--- src/rtl/led_pattern_gen.sv ---
`default_nettype none
// ============================================================================
//  Module      : led_pattern_gen
//  Description : Multi-mode LED pattern generator. A prescaler produces a
//                periodic step tick; four patterns (binary count, blink,
//                bouncing scanner, breathe) are gated by a global PWM duty
//                and driven out through a registered, polarity-selectable
//                LED port.
//  Revision    : 1.0 - initial release
// ============================================================================
module led_pattern_gen #(
    parameter int CLK_HZ     = 12000000,
    parameter int TICK_HZ    = 16,
    parameter int NUM_LEDS   = 8,
    parameter int PWM_BITS   = 4,
    parameter bit ACTIVE_LOW = 1'b1
) (
    input  logic                clk,
    input  logic                rst,
    input  logic [1:0]          mode_in,
    input  logic                mode_load,
    input  logic [PWM_BITS-1:0] brightness,
    output logic [1:0]          mode,
    output logic                tick,
    output logic [NUM_LEDS-1:0] led
);

    // ------------------------------------------------------------------------
    // Derived constants
    // ------------------------------------------------------------------------
    localparam int DIV     = CLK_HZ / TICK_HZ;
    localparam int PRESC_W = $clog2(DIV);
    localparam int SCAN_W  = (NUM_LEDS > 1) ? $clog2(NUM_LEDS) : 1;

    localparam logic [PRESC_W-1:0]  PRESC_MAX = PRESC_W'(DIV - 1);
    localparam logic [SCAN_W-1:0]   SCAN_LAST = SCAN_W'(NUM_LEDS - 1);
    localparam logic [PWM_BITS-1:0] LVL_MAX   = {PWM_BITS{1'b1}};
    localparam logic [NUM_LEDS-1:0] LED_OFF   = {NUM_LEDS{ACTIVE_LOW}};

    // Pattern selector encoding
    localparam logic [1:0] MODE_COUNT   = 2'd0;
    localparam logic [1:0] MODE_BLINK   = 2'd1;
    localparam logic [1:0] MODE_SCAN    = 2'd2;
    localparam logic [1:0] MODE_BREATHE = 2'd3;

    // ------------------------------------------------------------------------
    // State
    // ------------------------------------------------------------------------
    logic [PRESC_W-1:0]  presc_q;
    logic                tick_q;

    logic [1:0]          mode_q,       mode_d;
    logic [1:0]          pending_q,    pending_d;
    logic                pend_vld_q,   pend_vld_d;

    logic [NUM_LEDS-1:0] count_q,      count_d;
    logic                blink_ph_q,   blink_ph_d;
    logic [SCAN_W-1:0]   scan_pos_q,   scan_pos_d;
    logic                scan_down_q,  scan_down_d;
    logic [PWM_BITS-1:0] lvl_q,        lvl_d;
    logic                lvl_down_q,   lvl_down_d;

    logic [PWM_BITS-1:0] pwm_cnt_q;
    logic [NUM_LEDS-1:0] led_q,        led_d;

    // Combinational output-stage signals
    logic [NUM_LEDS-1:0] pattern;
    logic [PWM_BITS-1:0] duty;
    logic                lit;

    // ------------------------------------------------------------------------
    // Prescaler: wraps every DIV cycles, tick is registered one cycle later
    // ------------------------------------------------------------------------
    always_ff @(posedge clk) begin
        if (rst) begin
            presc_q <= '0;
            tick_q  <= 1'b0;
        end else begin
            tick_q  <= (presc_q == PRESC_MAX);
            if (presc_q == PRESC_MAX) begin
                presc_q <= '0;
            end else begin
                presc_q <= presc_q + PRESC_W'(1);
            end
        end
    end

    // ------------------------------------------------------------------------
    // State register: active mode, pending request and all pattern state
    // ------------------------------------------------------------------------
    always_ff @(posedge clk) begin
        if (rst) begin
            mode_q      <= MODE_COUNT;
            pending_q   <= MODE_COUNT;
            pend_vld_q  <= 1'b0;
            count_q     <= '0;
            blink_ph_q  <= 1'b0;
            scan_pos_q  <= '0;
            scan_down_q <= 1'b0;
            lvl_q       <= '0;
            lvl_down_q  <= 1'b0;
        end else begin
            mode_q      <= mode_d;
            pending_q   <= pending_d;
            pend_vld_q  <= pend_vld_d;
            count_q     <= count_d;
            blink_ph_q  <= blink_ph_d;
            scan_pos_q  <= scan_pos_d;
            scan_down_q <= scan_down_d;
            lvl_q       <= lvl_d;
            lvl_down_q  <= lvl_down_d;
        end
    end

    // ------------------------------------------------------------------------
    // Next-state: capture mode requests, apply them on a tick, else step
    // ------------------------------------------------------------------------
    always_comb begin
        mode_d      = mode_q;
        pending_d   = pending_q;
        pend_vld_d  = pend_vld_q;
        count_d     = count_q;
        blink_ph_d  = blink_ph_q;
        scan_pos_d  = scan_pos_q;
        scan_down_d = scan_down_q;
        lvl_d       = lvl_q;
        lvl_down_d  = lvl_down_q;

        // A load coinciding with a tick is kept as pending for the next tick,
        // while the request already pending is consumed by this tick.
        if (mode_load) begin
            pending_d  = mode_in;
            pend_vld_d = 1'b1;
        end else if (tick_q && pend_vld_q) begin
            pend_vld_d = 1'b0;
        end

        if (tick_q) begin
            if (pend_vld_q) begin
                // Mode switch restarts every pattern; no step this tick.
                mode_d      = pending_q;
                count_d     = '0;
                blink_ph_d  = 1'b0;
                scan_pos_d  = '0;
                scan_down_d = 1'b0;
                lvl_d       = '0;
                lvl_down_d  = 1'b0;
            end else begin
                case (mode_q)
                    MODE_COUNT: begin
                        count_d = count_q + NUM_LEDS'(1);
                    end
                    MODE_BLINK: begin
                        blink_ph_d = ~blink_ph_q;
                    end
                    MODE_SCAN: begin
                        // Reflect at the ends so each endpoint is lit once per sweep.
                        if (NUM_LEDS > 1) begin
                            if (!scan_down_q) begin
                                if (scan_pos_q == SCAN_LAST) begin
                                    scan_down_d = 1'b1;
                                    scan_pos_d  = SCAN_LAST - SCAN_W'(1);
                                end else begin
                                    scan_pos_d  = scan_pos_q + SCAN_W'(1);
                                end
                            end else begin
                                if (scan_pos_q == '0) begin
                                    scan_down_d = 1'b0;
                                    scan_pos_d  = SCAN_W'(1);
                                end else begin
                                    scan_pos_d  = scan_pos_q - SCAN_W'(1);
                                end
                            end
                        end
                    end
                    default: begin
                        // Breathe: triangle wave over the full duty range.
                        if (!lvl_down_q) begin
                            if (lvl_q == LVL_MAX) begin
                                lvl_down_d = 1'b1;
                                lvl_d      = LVL_MAX - PWM_BITS'(1);
                            end else begin
                                lvl_d      = lvl_q + PWM_BITS'(1);
                            end
                        end else begin
                            if (lvl_q == '0) begin
                                lvl_down_d = 1'b0;
                                lvl_d      = PWM_BITS'(1);
                            end else begin
                                lvl_d      = lvl_q - PWM_BITS'(1);
                            end
                        end
                    end
                endcase
            end
        end
    end

    // ------------------------------------------------------------------------
    // Output decode: pattern bits, PWM gate and polarity
    // ------------------------------------------------------------------------
    always_comb begin
        pattern = '0;
        case (mode_q)
            MODE_COUNT:   pattern = count_q;
            MODE_BLINK:   pattern = blink_ph_q ? {NUM_LEDS{1'b1}} : '0;
            MODE_SCAN:    pattern = NUM_LEDS'(1) << scan_pos_q;
            default:      pattern = {NUM_LEDS{1'b1}};
        endcase

        duty = (mode_q == MODE_BREATHE) ? lvl_q : brightness;

        // Full-scale duty must be 100 %, which the plain compare cannot reach.
        lit = (duty == LVL_MAX) || (pwm_cnt_q < duty);

        led_d = pattern & {NUM_LEDS{lit}};
        if (ACTIVE_LOW) begin
            led_d = ~led_d;
        end
    end

    // ------------------------------------------------------------------------
    // PWM counter and registered LED drive
    // ------------------------------------------------------------------------
    always_ff @(posedge clk) begin
        if (rst) begin
            pwm_cnt_q <= '0;
            led_q     <= LED_OFF;
        end else begin
            pwm_cnt_q <= pwm_cnt_q + PWM_BITS'(1);
            led_q     <= led_d;
        end
    end

    assign mode = mode_q;
    assign tick = tick_q;
    assign led  = led_q;

endmodule
`default_nettype wire
--- config.mk ---
export PLATFORM = sky130hd
export DESIGN_NAME = led_pattern_gen
export DESIGN_NICKNAME = d
export VERILOG_FILES = /design/src/rtl/led_pattern_gen.sv
export SDC_FILE = /design/constraint.sdc
export NUM_CORES = 1
export LEC_CHECK = 0
export ABC_CLOCK_PERIOD_IN_PS = 3300
export CAP_MARGIN = 40
export CORE_MARGIN = 1.5
export CORE_UTILIZATION = 54
export CTS_CLUSTER_SIZE = 16
export DETAILED_ROUTE_END_ITERATION = 12
export HOLD_SLACK_MARGIN = 0.15
export PLACE_DENSITY = 0.82
export SLEW_MARGIN = 0
export SYNTH_ARGS = -nofsm -noshare
export SYNTH_HDL_FRONTEND = slang
export SYNTH_SLANG_ARGS = --single-unit
--- constraint.sdc ---
create_clock -name clk -period 3.3 [get_ports clk]
set_input_delay 0.825 -clock clk [delete_from_list [all_inputs] [get_ports clk]]
set_output_delay 0.825 -clock clk [all_outputs]
set_load 0.1 [all_outputs]
; ---- Word-level counts from Yosys, hierarchy flattened
; Index checks and enable logic that the tools add are counted.
[classes]
shift = 1
n_mux = 29
magnitude_cmp = 1
n_reduce_logical = 16
bitwise = 3
eq_ne = 8
addsub = 7
[op_table]
columns = cell, count
row1 = 4-bit two-way mux, 6
row2 = 8-bit two-way mux, 3
row3 = 8-bit case mux with 3 select lines, 1
row4 = 20-bit by 1-bit adder with 20-bit output (second input constant), 1
row5 = 20-bit equality test (second input constant), 1
row6 = 3-bit two-way mux, 5
row7 = 1-bit two-way mux, 14
row8 = 2-bit AND reduction, 5
row9 = 4-bit by 1-bit adder with 4-bit output (second input constant), 2
row10 = 8-bit by 1-bit adder with 8-bit output (second input constant), 1
row11 = 8-bit bitwise AND, 1
row12 = 4-bit equality test (second input constant), 2
row13 = 8-bit inverter, 1
row14 = 2-bit nonzero test, 4
row15 = 1-bit by 3-bit left shift with 8-bit output (first input constant), 1
row16 = 2-bit equality test (second input constant), 2
row17 = 4-bit logical NOT, 1
row18 = 4-bit less-than comparator, 1
row19 = 4-bit by 1-bit subtractor with 4-bit output (second input constant), 1
row20 = 3-bit by 1-bit adder with 3-bit output (second input constant), 1
row21 = 3-bit equality test (second input constant), 1
row22 = 3-bit logical NOT, 1
row23 = 3-bit OR reduction, 1
row24 = 3-bit by 1-bit subtractor with 3-bit output (second input constant), 1
row25 = other kinds (7), 7
[word_totals]
reg_bits = 56
out_inout_bits = 11
in_bits = 9
elab_cells = 78

; ---- Logic depth before layout (Yosys ltp)
; Gate-level depths: netlist (run 1).
[depth]
word_depth = 6
mapped_depth = 7
ltp_nobuf = 7

; ---- Worst setup path before layout (run 1)
; OpenSTA, ideal clock, no wires.
[synth_path]
path_type = flip-flop to flip-flop
from = register mode_q[1], in the netlist mode[1]
to = register led_q[0], in the netlist led[0]
path_slack_ns = 0.622
setup_time_ns = 0.140
required_time_ns = 3.160
path_buffers = 0
arrival_time_ns = 2.538
stages_incl_launch_ff = 8
synth_period_minus_slack_ns = 2.678
path_cell_list = dfxtp_1 -> nand2_1 -> mux2i_1 -> ha_1 -> a211oi_1 -> o21ai_0 -> a31oi_4 -> o221ai_1
[synth_between]
elab_chain_len = 6
word_cells_on_any_way = 11
classes_between = 1 x order compare / 4 x eq/ne / 2 x mux / 2 x bitwise / 2 x reduce/logical
[synth_lines]
columns = element, line
row1 = "start, declared", 52  ; logic [1:0] mode_q, mode_d;
row2 = "start signal, assigned", 103  ; mode_q <= mode_d;
row3 = 2-bit equality test, 211  ; duty = (mode_q == MODE_BREATHE) ? lvl_q : brightness;
row4 = 4-bit two-way mux, 211
row5 = 4-bit less-than comparator or 4-bit equality test (tied branches), 214  ; lit = (duty == LVL_MAX) || (pwm_cnt_q < duty);
row6 = 1-bit logical OR, 214
row7 = 8-bit bitwise AND *, 216  ; led_d = pattern & {NUM_LEDS{lit}};
row8 = 8-bit inverter *, 218  ; led_d = ~led_d;
row9 = "end signal, assigned", 231  ; led_q <= led_d;
row10 = "end, declared", 64  ; logic [NUM_LEDS-1:0] led_q, led_d;
; Every way passes the cells marked *; elsewhere a longest branch is shown, timed or not.
; A chain may end at the register's enable or synchronous reset.

; ---- Worst setup path after layout (run 1)
[layout_path]
from = input brightness[3]
to = register led_q[0], in the netlist led[0]
[layout_between]
elab_chain_len = 5
word_cells_on_any_way = 6
classes_between = 1 x order compare / 1 x eq/ne / 1 x mux / 2 x bitwise / 1 x reduce/logical
[layout_lines]
columns = element, line
row1 = "start, declared", 22  ; input logic [PWM_BITS-1:0] brightness,
row2 = 4-bit two-way mux *, 211
row3 = 4-bit less-than comparator or 4-bit equality test (tied branches), 214
row4 = 1-bit logical OR *, 214
row5 = 8-bit bitwise AND *, 216
row6 = 8-bit inverter *, 218
; Marks and branches as above.

==> results of run 1 <==
## registers in the layout, summed over array words and instances, names as in the netlist
| signal | flops |
|---|---|
| scan_down_q | 1 |
| mode | 2 |
| tick | 1 |
| count_q | 8 |
| pend_vld_q | 1 |
| scan_pos_q | 3 |
| pending_q | 2 |
| lvl_q | 4 |
| pwm_cnt_q | 4 |
| blink_ph_q | 1 |
| presc_q | 20 |
| led | 8 |
| lvl_down_q | 1 |
## path summary, 6_finish.rpt
check        cells after the start  slack (ns)         end
max                              7        0.93      led[0]
min                              1        0.48  presc_q[0]
max reg2reg                      6        1.29      led[0]
min reg2reg                      1        0.48  presc_q[0]
## power groups by stage
stage	Combinational [W]	Clock (W)	Sequential [W]
floorplan	0.0000390	0	0.000706
global placement	0.0000511	0	0.000709
detailed placement	0.0000527	0	0.000710
CTS	0.0000532	0.000393	0.000694
global route	0.0000581	0.000421	0.000696
finish	0.0000525	0.000380	0.000694
## area by class of cell
| type | instances | area (µm²) |
|---|---|---|
| Sequential cell | 56 | 1120 |
| Clock buffer | 5 | 68.8 |
| Clock inverter | 3 | 22.5 |
| Inverter | 13 | 48.8 |
| Timing Repair Buffer | 22 | 185 |
| Tap cell | 67 | 83.8 |
| Multi-Input combinational cell | 247 | 1540 |
| Fill cell | 422 | 1780 |
## layer usage
| metal | share of wire (%) | routed length [µm] | up-vias | track usage, % |
|---|---|---|---|---|
| li1 | - | - | 1162 | - |
| met1 | 47 | 2490 | 1002 | 25.9 |
| met2 | 47 | 2480 | 53 | 33.9 |
| met3 | 4.4 | 233 | 8 | 5.49 |
| met4 | 1.3 | 71 | 0 | 7.07 |
| met5 | 0 | 0 | - | 0 |
## cells by family (layout without fill, tap and decap cells)
group                      count (synthesis)  count (layout)  share of synthesized area [%]
and+or+nand+nor                          137             137                           24.0
AOI/OAI and AO/OA                         61              61                           13.8
DFF                                       56              56                           40.3
xor gates and xnor gates                  28              28                           8.81
buffers and inverters                     27              43                           4.36
adders and majority gates                 13              13                           5.85
muxes                                      8               8                           2.88
## stage by stage
step | total power, W | util (%)
after detailed placement | 0.000762 | 61.4
after CTS | 0.00114 | 63.3
final | 0.00113 | 63.3
after floorplan | 0.000745 | -
after global routing | 0.00118 | 63.3
after global placement | 0.000760 | 61.4
## worst max-delay path, delay by kind of cell
family          cells  cell delay (ns)
fa+ha+maj           1             0.30
mux                 1             0.07
compound gates      4             0.89
buf+inv             1             0.47
## layout by cell type (no fill, tap or decap), drive strengths merged, types with 4 or more instances in the layout
master,n
a21oi,25
a31oi,4
and3,7
buf,14
clkbuf,5
clkdlybuf4s50,8
dfxtp,56
ha,13
inv,14
mux2i,8
nand2,21
nand2b,7
nand3,20
nand4,7
nor2,52
nor2b,6
nor3,6
o21a,5
o21ai,15
o221ai,4
xnor2,10
xor2,18
==> reports/metrics.csv, run 1 <==
stage,metric,value,unit
setup_path,CP peak stage delay,0.47,ns
cts,"Reg clk slew, reported paths",0.10,ns
die,core area,4850,µm²
cts,clock tree sinks,56,
yosys,top-area cell type share of the netlist area,40.3,%
cts,Resized cells post-CTS,0,
placed_design,Placed Instance Area,2980,µm²
yosys,"Top FF cell, synth",dfxtp_1,
yosys,top post-synthesis cells by count,"dfxtp_1, nor2_1, a21oi_1",
die,# IOs,20,
job,Max Cap Violations,0,
setup_path,CP Launch Point,brightness[3],
placed_design,Port Buffers,19,
cts,CTS tree,done,
die,Die Height,74.8,µm
sta,Setup WS post-layout,0.929,ns
routing,Avg WL per Cell,12.8,µm
setup_path,CP Class,in2reg,
yosys,Post-Syn Instances,330,
pwr,Combinational Power Share,4.7,%
routing,Vias per Instance,5.39,
yosys,"flops & latches, synth",56,
global_routing,first-pass GRT wire length,8.79,mm
placed_design,DPL Wire Length,3.72,mm
global_routing,All-Layer GR Usage,20.5,%
routing,antenna-violating nets left,0,
cts,Max clock buf depth,2,
sta,clock skew,0.00619,ns
cts,H-tree depth,2,
layout,area grow syn2layout,10.3,%
pwr,PwrDens,367,nW/µm²
sta,endpoints failing setup,0,
cts,Hold Buf Count CTS,0,
yosys,largest cells by area after synthesis,"dfxtp_1, nor2_1, ha_1",
setup_path,RR Startpoint,lvl_q[3],
sta,Max-Slew Margin vs Limit,66.1,%
sta,Tcrit/Tclk final,71.8,%
yosys,Post-synth ARST share,0,%
cts,number of CTS-inserted buffers,5,
min_path,Hold Path Origin,presc_q[0],
sta,Peak Freq,422,MHz
placed_design,"worst slack, placed",0.580,ns
layout,Diodes inserted,0,
sta,WHS,0.476,ns
routing,TritonRoute pass-1 iters,4,
setup_path,CP arrival,2.55,ns
setup_path,Slowest cell on crit path,clkdlybuf4s50_1,
layout,Final Non-Filler Cells,413,
routing,via count,2225,
sta,max-slew violation count,0,
pwr,switching pwr,0.000265,W
min_path,hold crit path type,reg2reg,
setup_path,crit path launch type,input pin,
placed_design,Inst Count DP,405,
sta,setup TNS,0,ns
routing,DRT Wirelength,5.27,mm
yosys,register area share after synthesis,40.3,%
setup_path,"critical path, cell by cell","clkdlybuf4s50_1, mux2i_1, ha_1, a211oi_1, o21ai_0, a31oi_4, o221ai_1",
yosys,yosys warns,0,
yosys,syn_area_per_cell,8.43,µm²
die,standard-cell rows,25,
cts,later-pin clock latency in the skew report,0.32,ns
pwr,Sequential Power Share,61.6,%
global_routing,initial antenna violation count,0,
routing,Post-route DRC,0,
global_routing,vias in the first global route,1997,
sta,Tmin final,2.37,ns
routing,initial DRC count,85,
status,status,"complete, no violations",
sta,unrepaired setup endpoints after global routing,no,
yosys,Post-synth EDFFs,0,
pwr,internal power,0.000862,W
setup_path,endpoint class of the critical path,register,
pwr,Switching Share,23.5,%
sta,worst slew pin tran,0.505,ns
yosys,syn_nets,352,
setup_path,Worst Path Required,3.48,ns
cts,clock root buffer,clkbuf_8,
pwr,clock share of power,33.7,%
placed_design,Placer Congestion,0.843,
global_routing,largest net degree at the start of global routing,22,
cts,total setup buffers inserted after CTS,0,
yosys,count of cell types in the netlist,41,
global_routing,total gr overflow,0,
layout,Final #Nets,367,
yosys,Post-Syn Area,2780,µm²
yosys,Yosys top cell by area,dfxtp_1,
die,Initial Util,57.4,%
sta,final hold viol count,0,
yosys,cell with the most instances after synthesis,dfxtp_1,
pwr,Leakage,1.19,nW
die,chip width,74.8,µm
setup_path,Max Fanout on Critical Path,8,
layout,share of layout cells above drive strength 1,7.80,%
layout,final instance area,3070,µm²
die,die area,5590,µm²
pwr,Worst VDD drop,0.225,mV
Note: power is estimated with default switching activity, not from simulation.
==> run 2: changes to the inputs <==
--- a/config.mk
+++ b/config.mk
@@ -5,14 +5,14 @@
 export SDC_FILE = /design/constraint.sdc
 export NUM_CORES = 1
 export LEC_CHECK = 0
-export ABC_CLOCK_PERIOD_IN_PS = 3300
+export ABC_CLOCK_PERIOD_IN_PS = 2150
 export CAP_MARGIN = 40
 export CORE_MARGIN = 1.5
-export CORE_UTILIZATION = 54
+export CORE_UTILIZATION = 52
 export CTS_CLUSTER_SIZE = 16
 export DETAILED_ROUTE_END_ITERATION = 12
 export HOLD_SLACK_MARGIN = 0.15
-export PLACE_DENSITY = 0.82
+export PLACE_DENSITY = 0.83
 export SLEW_MARGIN = 0
 export SYNTH_ARGS = -nofsm -noshare
 export SYNTH_HDL_FRONTEND = slang
==> constraint.sdc (replaced) <==
create_clock -name clk -period 2.15 [get_ports clk]
set_input_delay 0.5375 -clock clk [delete_from_list [all_inputs] [get_ports clk]]
set_output_delay 0.5375 -clock clk [all_outputs]
set_load 0.1 [all_outputs]
==> reports/metrics.csv, run 2 (synthesis results as in run 1) <==
stage,metric,value,unit
die,die area,5800,µm²
layout,Final #Nets,368,
global_routing,initial antenna violation count,0,
die,core area,5140,µm²
layout,fin util,60.6,%
sta,final hold viol count,0,
setup_path,CP peak stage delay,0.47,ns
cts,CTS tree,done,
layout,share of layout cells above drive strength 1,8.65,%
die,standard-cell rows,26,
global_routing,largest net degree at the start of global routing,22,
layout,most frequent cells in the layout,"dfxtp_1, nor2_1, a21oi_1, nand2_1, nand3_1",
setup_path,crit path launch type,input pin,
sta,max-slew violation count,0,
pwr,Leakage,1.19,nW
sta,Tcrit/Tclk final,93.5,%
setup_path,CP top delay family,buffers and inverters,
min_path,hold crit path type,reg2reg,
global_routing,first-pass GRT wire length,9.23,mm
sta,Peak Freq,498,MHz
die,chip width,76.2,µm
routing,Vias per Instance,5.49,
setup_path,Worst Path Required,2.36,ns
pwr,PwrDens,555,nW/µm²
setup_path,CP arrival,2.22,ns
cts,Resized cells post-CTS,0,
die,# IOs,20,
routing,via count,2291,
pwr,switching pwr,0.000410,W
layout,"leading cell type in the layout, fill and taps excluded",dfxtp_1,
global_routing,vias in the first global route,2180,
global_routing,total gr overflow,0,
pwr,internal power,0.00132,W
die,Die Height,76.2,µm
cts,later-pin clock latency in the skew report,0.31,ns
routing,Post-route DRC,0,
setup_path,worst path bufs/invs,2,
sta,worst slew pin tran,0.531,ns
setup_path,Max Fanout on Critical Path,5,
cts,Hold Buf Count CTS,0,
cts,total setup buffers inserted after CTS,0,
job,Max Cap Violations,0,
layout,Biggest register,presc_q,
cts,"Reg clk slew, reported paths",0.10,ns
layout,Diodes inserted,0,
setup_path,"critical path, cell by cell","clkdlybuf4s50_1, mux2i_1, ha_1, a211oi_1, o21ai_0, a31oi_4, buf_4, nand2_1",
pwr,Worst VDD drop,0.394,mV
layout,area grow syn2layout,12.0,%
sta,unrepaired setup endpoints after global routing,no,
sta,endpoints failing setup,0,
sta,clock skew,0.00722,ns
routing,initial DRC count,179,
cts,H-tree depth,2,
cts,clock tree sinks,56,
routing,TritonRoute pass-1 iters,4,
cts,clock root buffer,clkbuf_8,
pwr,clock share of power,33.8,%
sta,Max-Slew Margin vs Limit,64.5,%
layout,max FFs per register,20,
status,status,"complete, no violations",
setup_path,endpoint class of the critical path,register,
cts,Max clock buf depth,2,
routing,antenna-violating nets left,0,
placed_design,DPL Wire Length,3.83,mm
routing,DRT Wirelength,5.24,mm
routing,Avg WL per Cell,12.6,µm
pwr,Overall Power,0.00173,W
pwr,Switching Share,23.7,%
global_routing,All-Layer GR Usage,19.0,%
setup_path,Slowest cell on crit path,clkdlybuf4s50_1,
setup_path,CP Class,in2reg,
pwr,Sequential Power Share,61.4,%
placed_design,Placer Congestion,0.793,
cts,number of CTS-inserted buffers,5,
pwr,Combinational Power Share,4.8,%
placed_design,Port Buffers,19,
die,Initial Util,54.1,%
sta,Tmin final,2.01,ns
run 2: cell count changes in the layout (fill, tap and decap cells not counted):
cell	change
buf_12	+2
buf_4	-1
clkinv_2	-1
clkinvlp_4	+2
dfxtp_1	-2
dfxtp_4	+2
inv_6	-1
run 2: final cells by class:
| class | count | area (µm²) |
|---|---|---|
| multi-input cells | 247 | 1540 |
| inverters | 13 | 48.8 |
| repair buffers | 23 | 218 |
| fillers | 473 | 2020 |
| clock buffers | 5 | 68.8 |
| flip-flops and latches | 56 | 1130 |
| clock inverters | 3 | 23.8 |
| well taps | 70 | 87.6 |
run 2: routing by layer:
metal / routed length [µm] / global-route usage [%] / share of wire, % / up-vias
met5: 0 / 0 / 0 / -
met1: 2400 / 22.3 / 46 / 1077
met4: 73 / 8.52 / 1.4 / 0
li1: - / - / - / 1165
met2: 2610 / 33.2 / 50 / 40
met3: 153 / 3.95 / 2.9 / 9
run 2: final timing paths:
path | endpoint | cells past startpoint | slack (ns) | from
worst max-delay path | led[3] | 8 | 0.14 | brightness[3]
worst min-delay path | presc_q[0] | 1 | 0.47 | presc_q[0]
worst max register to register | led[3] | 8 | 0.18 | mode[0]
worst min register to register | presc_q[0] | 1 | 0.47 | presc_q[0]
run 2: power groups by stage:
stage | clock network, W | logic, W | registers [W]
CTS | 0.000599 | 0.0000844 | 0.00106
floorplan | 0 | 0.0000599 | 0.00108
global route | 0.000641 | 0.0000936 | 0.00107
finish | 0.000584 | 0.0000837 | 0.00106
detailed placement | 0 | 0.0000835 | 0.00109
global placement | 0 | 0.0000807 | 0.00109
run 2: stage by stage:
stage	area (µm²)	hold slack, ns	setup TNS [ns]	std cells	setup slack, ns
detailed placement	3020	0.451	-1.50	409	-0.204
finish	3120	0.467	0	417	0.140
global route	3120	0.503	0	417	0.0514
global placement	3020	0.443	-1.10	409	-0.156
floorplan	2790	0.429	0	330	0.0976
CTS	3120	0.476	0	417	0.134
==> RTL change 1 (flow settings as in run 2) <==
The parameter `TICK_HZ` goes from 16 to 32.
--- a/src/rtl/led_pattern_gen.sv
+++ b/src/rtl/led_pattern_gen.sv
@@ -10,7 +10,7 @@
 // ============================================================================
 module led_pattern_gen #(
     parameter int CLK_HZ     = 12000000,
-    parameter int TICK_HZ    = 16,
+    parameter int TICK_HZ    = 32,
     parameter int NUM_LEDS   = 8,
     parameter int PWM_BITS   = 4,
     parameter bit ACTIVE_LOW = 1'b1
Function: no difference found for any inputs over 10 cycles, from zero or initial values and one cycle with rst high; that may be too few to reach the edited logic, so the function may still have changed.
==> RTL change 1 against run 2 <==
Synthesized area up 3.1%. Clock power up 29%. Setup slack worse by 0.052 ns. Sequential cell count down 1. Core utilization up 3.7 points. Routed wire length up 14%. Highest routed layer unchanged. Power up 9.7%. Final area up 7.4%.
==> RTL change 1: results (changes against run 2) <==
| Metric | Value |
|---|---|
| Status | complete, no violations |
| Antenna diodes | 0 (unchanged) |
| Top post-synthesis cells by area | dfxtp_1 38%, nor2_1 7.2%, ha_1 6.1% |
| Max incr delay on CP | 0.39 ns (-0.08 ns) |
| Clock transition at path regs | 0.10 ns (about the same) |
| Routed wire length | 5.96 mm (+14%) |
| R2R depth | 7 (-1) |
| Slew of the pin with the lowest slew margin | 0.411 ns (-0.120 ns) |
| Number of distinct library cells after synthesis | 55 (+34%) |
| Share of synthesized flip-flops with an asynchronous set or reset | 0 (unchanged) |
| Peak VDD IR | 323 uV (-18%) |
| Worst R2R End | led[1] |
| CP startpoint kind | flop |
| Largest net degree at the start of global routing | 29 (+32%) |
| CTS root buffer | clkbuf_8 |
| Via/cell ratio | 5.61 (+2.1%) |
| Fin Clk Skew | 0.00761 ns (+0.000385 ns) |
| Clock Latency Late Sink | 0.31 ns (about the same) |
| Max reg flops | 19 (-5.0%) |
| Post-DP HPWL | 4.14 mm (+8.1%) |
| Register with the most flip-flops | presc_q |
| First-pass GRT wire length | 10.1 mm (+9.8%) |
| IO Port Bufs | 19 (unchanged) |
| WHS Path Cells | 2 (+1) |
| CTS Buf Count | 5 (unchanged) |
| Initial antenna violation count | 0 (unchanged) |
| Number of global-route vias before repair | 2296 (+5.3%) |
| Top post-synthesis cells by count | 55 x dfxtp_1, 55 x nor2_1, 21 x a21oi_1, 21 x nand2_1, 15 x xnor2_1 |
| Fillcell total | 448 (-5.3%) |
| Synthesized net count | 361 (+2.6%) |
| Worst EP arrival | 2.26 ns (+0.04 ns) |
| Crit end category | flop |
| CP top delay family | compound AO/OA/AOI/OAI gates |
| Hold Path Class | reg2reg |
| Crit Path Max Fanout | 8 (+3) |
| Synth top area share | 0.384 (-0.0189) |
| Flop2flop setup slack | 0.09 ns (-0.09 ns) |
| Placed cells | 419 (+2.4%) |
| Max clock buf depth | 2 (unchanged) |
| Synth Flop Type | dfxtp_1 |
| Final Net Count | 382 (+3.8%) |
| H-tree levels | 2 (unchanged) |
| WL per Instance | 13.9 um (+10%) |
| Overflow after GRT | 0 (unchanged) |
| Number of DRC markers in iteration 0 | 93 (-48%) |
| Sequential-to-total area share from yosys stat | 0.384 (-0.0189) |
| Synthesized area per cell | 8.48 um^2 (+0.62%) |
| Slowest cell on crit path | a2111o_1 |
| Share of layout cells above drive strength 1 | 0.136 (+0.0497) |
| Static Leakage | 1.26 nW (+6.1%) |
| Cell Area, Placed | 3180 um^2 (+5.1%) |
| First-pass DRT Iterations | 4 (unchanged) |
| Routability cong. | 0.891 (+12%) |
| Yosys Warn Count | 0 (unchanged) |
| Reg2reg start | mode[0] |
| Overall global routing resource usage | 0.209 (+0.0194) |
[RTL change 1: cell types whose count changed after synthesis, sizes merged, moves of 5 or more]
| cell | change |
|---|---|
| nand3 | -9 |
| nand4 | +5 |
| nor4 | +5 |
| o21a | -5 |
| o21ai | -9 |
| o22ai | +9 |
| xnor2 | +5 |
| xor2 | -10 |
[RTL change 1: repair_timing]
| action | in CTS | in global routing |
|---|---|---|
| endpoints found under the hold margin | 0 | 0 |
| gates cloned | 0 | 0 |
| pin swaps | 4 | 6 |
| endpoints found under the setup margin | 8 | 8 |
| resized for setup | 1 | 5 |
| buffers inserted | 2 | 1 |
[RTL change 1: final cells by class]
type | instances | share of cell area
multi-input combinational | 252 | 0.497
sequential | 55 | 0.331
timing repair buffer | 33 | 0.0935
clock buffer | 7 | 0.0292
tap | 70 | 0.0262
inverter | 12 | 0.0135
clock inverter | 1 | 0.00898
[RTL change 1: worst min-delay path, cell delays in order (launching register included)]
cell     delay (ns)
dfxtp_1        0.32
nand3_1        0.07
a21oi_1        0.05
[RTL change 1: kinds of logic after synthesis]
group,share of synthesized area
muxes,0.0319
and+or+nand+nor,0.263
adders and majority gates,0.0611
buffers and inverters,0.0458
AOI/OAI and AO/OA,0.144
xor gates and xnor gates,0.0702
DFF,0.384
[RTL change 1: worst min path at each step]
| stage | from | to | slack, ns |
|---|---|---|---|
| 3_5_place_dp | pending_q[0] | mode[0] | 0.46 |
| 3_3_place_gp | presc_q[0] | presc_q[0] | 0.45 |
| 5_1_grt | pending_q[0] | mode[0] | 0.48 |
| 6_report | pending_q[0] | mode[0] | 0.47 |
| 4_1_cts | pending_q[0] | mode[0] | 0.47 |
| 2_1_floorplan | presc_q[0] | presc_q[0] | 0.43 |
[RTL change 1: stage by stage]
| step | setup slack [ns] | utilization | TNS [ns] | hold slack [ns] |
|---|---|---|---|---|
| after floorplan | -0.149 | - | -1.19 | 0.429 |
| after detailed placement | -0.448 | 0.611 | -3.53 | 0.457 |
| final | 0.0888 | 0.643 | 0 | 0.468 |
| after global placement | -0.381 | 0.611 | -3.04 | 0.446 |
| after global routing | -0.0173 | 0.643 | -0.0173 | 0.479 |
| after CTS | 0.0145 | 0.638 | 0 | 0.473 |
[RTL change 1: report_power, final]
group	total [mW]	internal, mW	switching [mW]
sequential	1.04	1.03	0.0160
combinational	0.0986	0.0509	0.0477
clock	0.754	0.419	0.335
[RTL change 1: per-layer routing]
metal / routed length (um) / track usage / vias to the layer above
li1: - / - / 1229
met1: 2610 / 0.241 / 1130
met2: 3110 / 0.376 / 43
met3: 152 / 0.0310 / 10
met4: 89 / 0.0982 / 0
met5: 0 / 0 / -
==> RTL change 2 (settings of run 2) <==
Without the edit above. Put one more register stage on the output `led`, with the module's reset. The value now appears one clock later. The other outputs are not delayed to match.
--- a/src/rtl/led_pattern_gen.sv
+++ b/src/rtl/led_pattern_gen.sv
@@ -234,7 +234,13 @@
 
     assign mode = mode_q;
     assign tick = tick_q;
-    assign led  = led_q;
+    always_ff @(posedge clk) begin
+        if (rst) begin
+            led <= '0;
+        end else begin
+            led <= led_q;
+        end
+    end
 
 endmodule
 `default_nettype wire
Function: changed (a bounded check fails within 4 cycles, from zero or initial values and one cycle with rst high).
==> RTL change 2 against run 2 <==
Sequential cell count is 8 higher. Core utilization is 2.3 points higher. Synthesized area is 10% higher. Combinational power is 96% higher. Global-route usage is 1.8 points higher. Power is 32% higher. Final area is 13% higher. Routed wire length is 16% higher. First-iteration DRC count is 2.8% higher. Die area is 9.7% higher. Setup slack better by 0.071 ns. Worst hold slack worse by 0.022 ns. Sequential power is 15% higher. Maximum frequency is 3.7% higher. Largest cell class unchanged.
==> RTL change 2: results (changes against run 2) <==
| Metric | Value |
|---|---|
| Via count | 2538 (+11%) |
| Peak VDD IR | 392 uV (-0.54%) |
| Fin Clk Skew | 0.0105 ns (+0.00325 ns) |
| Cell Area, Placed | 3360 um^2 (+11%) |
| H-tree levels | 3 (+1) |
| Top post-synthesis cells by count | 64 x dfxtp_1, 42 x nor2_1, 26 x o21ai_0 |
| Share of synthesized flip-flops with an asynchronous set or reset | 0 (unchanged) |
| Routability cong. | 0.938 (+18%) |
| Switching Power | 0.592 mW (+44%) |
| Number of global-route vias before repair | 2353 (+7.9%) |
| Largest net degree at the start of global routing | 21 (-4.5%) |
| Multiplexer share of the synthesized area | 0.0298 (+0.00104) |
| Max incr delay on CP | 0.48 ns |
| XOR/XNOR Fraction of Synth Area | 0.0515 (-0.0367) |
| Share of layout cells above drive strength 1 | 0.128 (+0.0412) |
| Number of DRC markers in iteration 0 | 184 (+2.8%) |
| Yosys Warn Count | 0 (unchanged) |
| Met2 wire len | 2.79 mm (+7.1%) |
| Fillcell total | 467 (-1.3%) |
| Crit Path Max Fanout | 8 (+3) |
| Synthesized net count | 373 (+6.0%) |
| Post-synthesis compound-gate area fraction | 0.162 (+0.0237) |
| Post-CTS setup repair buffer count | 0 (unchanged) |
| Antenna diodes | 0 (unchanged) |
| Sequential-to-total area share from yosys stat | 0.418 (+0.0154) |
| Status | complete, no violations |
| Slew of the pin with the lowest slew margin | 0.682 ns (+0.150 ns) |
| Clock power frac | 0.396 (+0.058) |
| CTS Buf Count | 9 (+4) |
| Top post-synthesis cells by area | dfxtp_1 42%, ha_1 5.3%, nor2_1 5.1% |
| First-pass DRT Iterations | 4 (unchanged) |
| Power Clock | 0.907 mW (+55%) |
| First-pass GRT wire length | 10.2 mm (+11%) |
| Met1 WL | 2.88 mm (+20%) |
| WL met3 | 325 um (+110%) |
| Post-DP HPWL | 4.36 mm (+14%) |
| Flop2flop setup slack | 0.23 ns (+0.05 ns) |
| Post-synth EDFFs | 0 (unchanged) |
| Clock transition at path regs | 0.07 ns (-0.03 ns) |
| Final Net Count | 393 (+6.8%) |
| Seq. pwr | 1.22 mW (+15%) |
| Initial antenna violation count | 0 (unchanged) |
| Overall global routing resource usage | 0.208 (+0.0180) |
| Number of distinct library cells after synthesis | 53 (+29%) |
| Clock Latency Late Sink | 0.35 ns (+0.04 ns) |
| Static Leakage | 1.33 nW (+11%) |
| Post-synthesis adder-cell area fraction | 0.0531 (-0.00535) |
| Routed wire length | 6.07 mm (+16%) |
| CTS root buffer | clkbuf_8 |
| Worst EP arrival | 2.15 ns (-0.07 ns) |
RTL change 2: cell count changes after synthesis, sizes merged, moves of 6 or more:
cell	delta
nor2b	+7
dfxtp	+8
and2	+6
nand3	-6
xor2	-11
o21ai	+11
nor2	-10
RTL change 2: metal layers:
metal,global-route usage,vias to the layer above
met5,0,-
met4,0.116,0
met3,0.0491,7
met2,0.325,62
met1,0.262,1180
li1,-,1289
RTL change 2: area by class of cell:
| cell class | instances | area [um^2] | area share |
|---|---|---|---|
| Multi-Input combinational cell | 259 | 1690 | 0.478 |
| Sequential cell | 64 | 1290 | 0.365 |
| Timing Repair Buffer | 25 | 245 | 0.0695 |
| Clock buffer | 10 | 138 | 0.0390 |
| Tap cell | 72 | 90.1 | 0.0255 |
| Inverter | 12 | 45.0 | 0.0128 |
| Clock inverter | 6 | 33.8 | 0.00957 |
RTL change 2: path summary, 6_finish.rpt:
check                startpoint  endpoint  cells after the start
hold reg to reg        led_q[6]    led[6]                      1
setup reg to reg        mode[0]  led_q[3]                      7
setup / recovery  brightness[2]  led_q[3]                      6
hold / removal         led_q[6]    led[6]                      1
RTL change 2: critical path, delay by kind of cell:
kind / cells / cell delay (ns)
AO/OA/AOI/OAI: 3 / 0.73
buffers and inverters: 1 / 0.48
adder cells (fa/ha/maj): 1 / 0.30
multiplexers: 1 / 0.09
RTL change 2: through the flow:
stage	std cells	setup slack (ns)	hold slack, ns	util
global route	448	0.105	0.465	0.629
floorplan	351	-0.00389	0.414	-
global placement	432	-0.0694	0.421	0.599
detailed placement	432	-0.163	0.425	0.599
finish	448	0.212	0.445	0.629
CTS	448	0.199	0.440	0.629
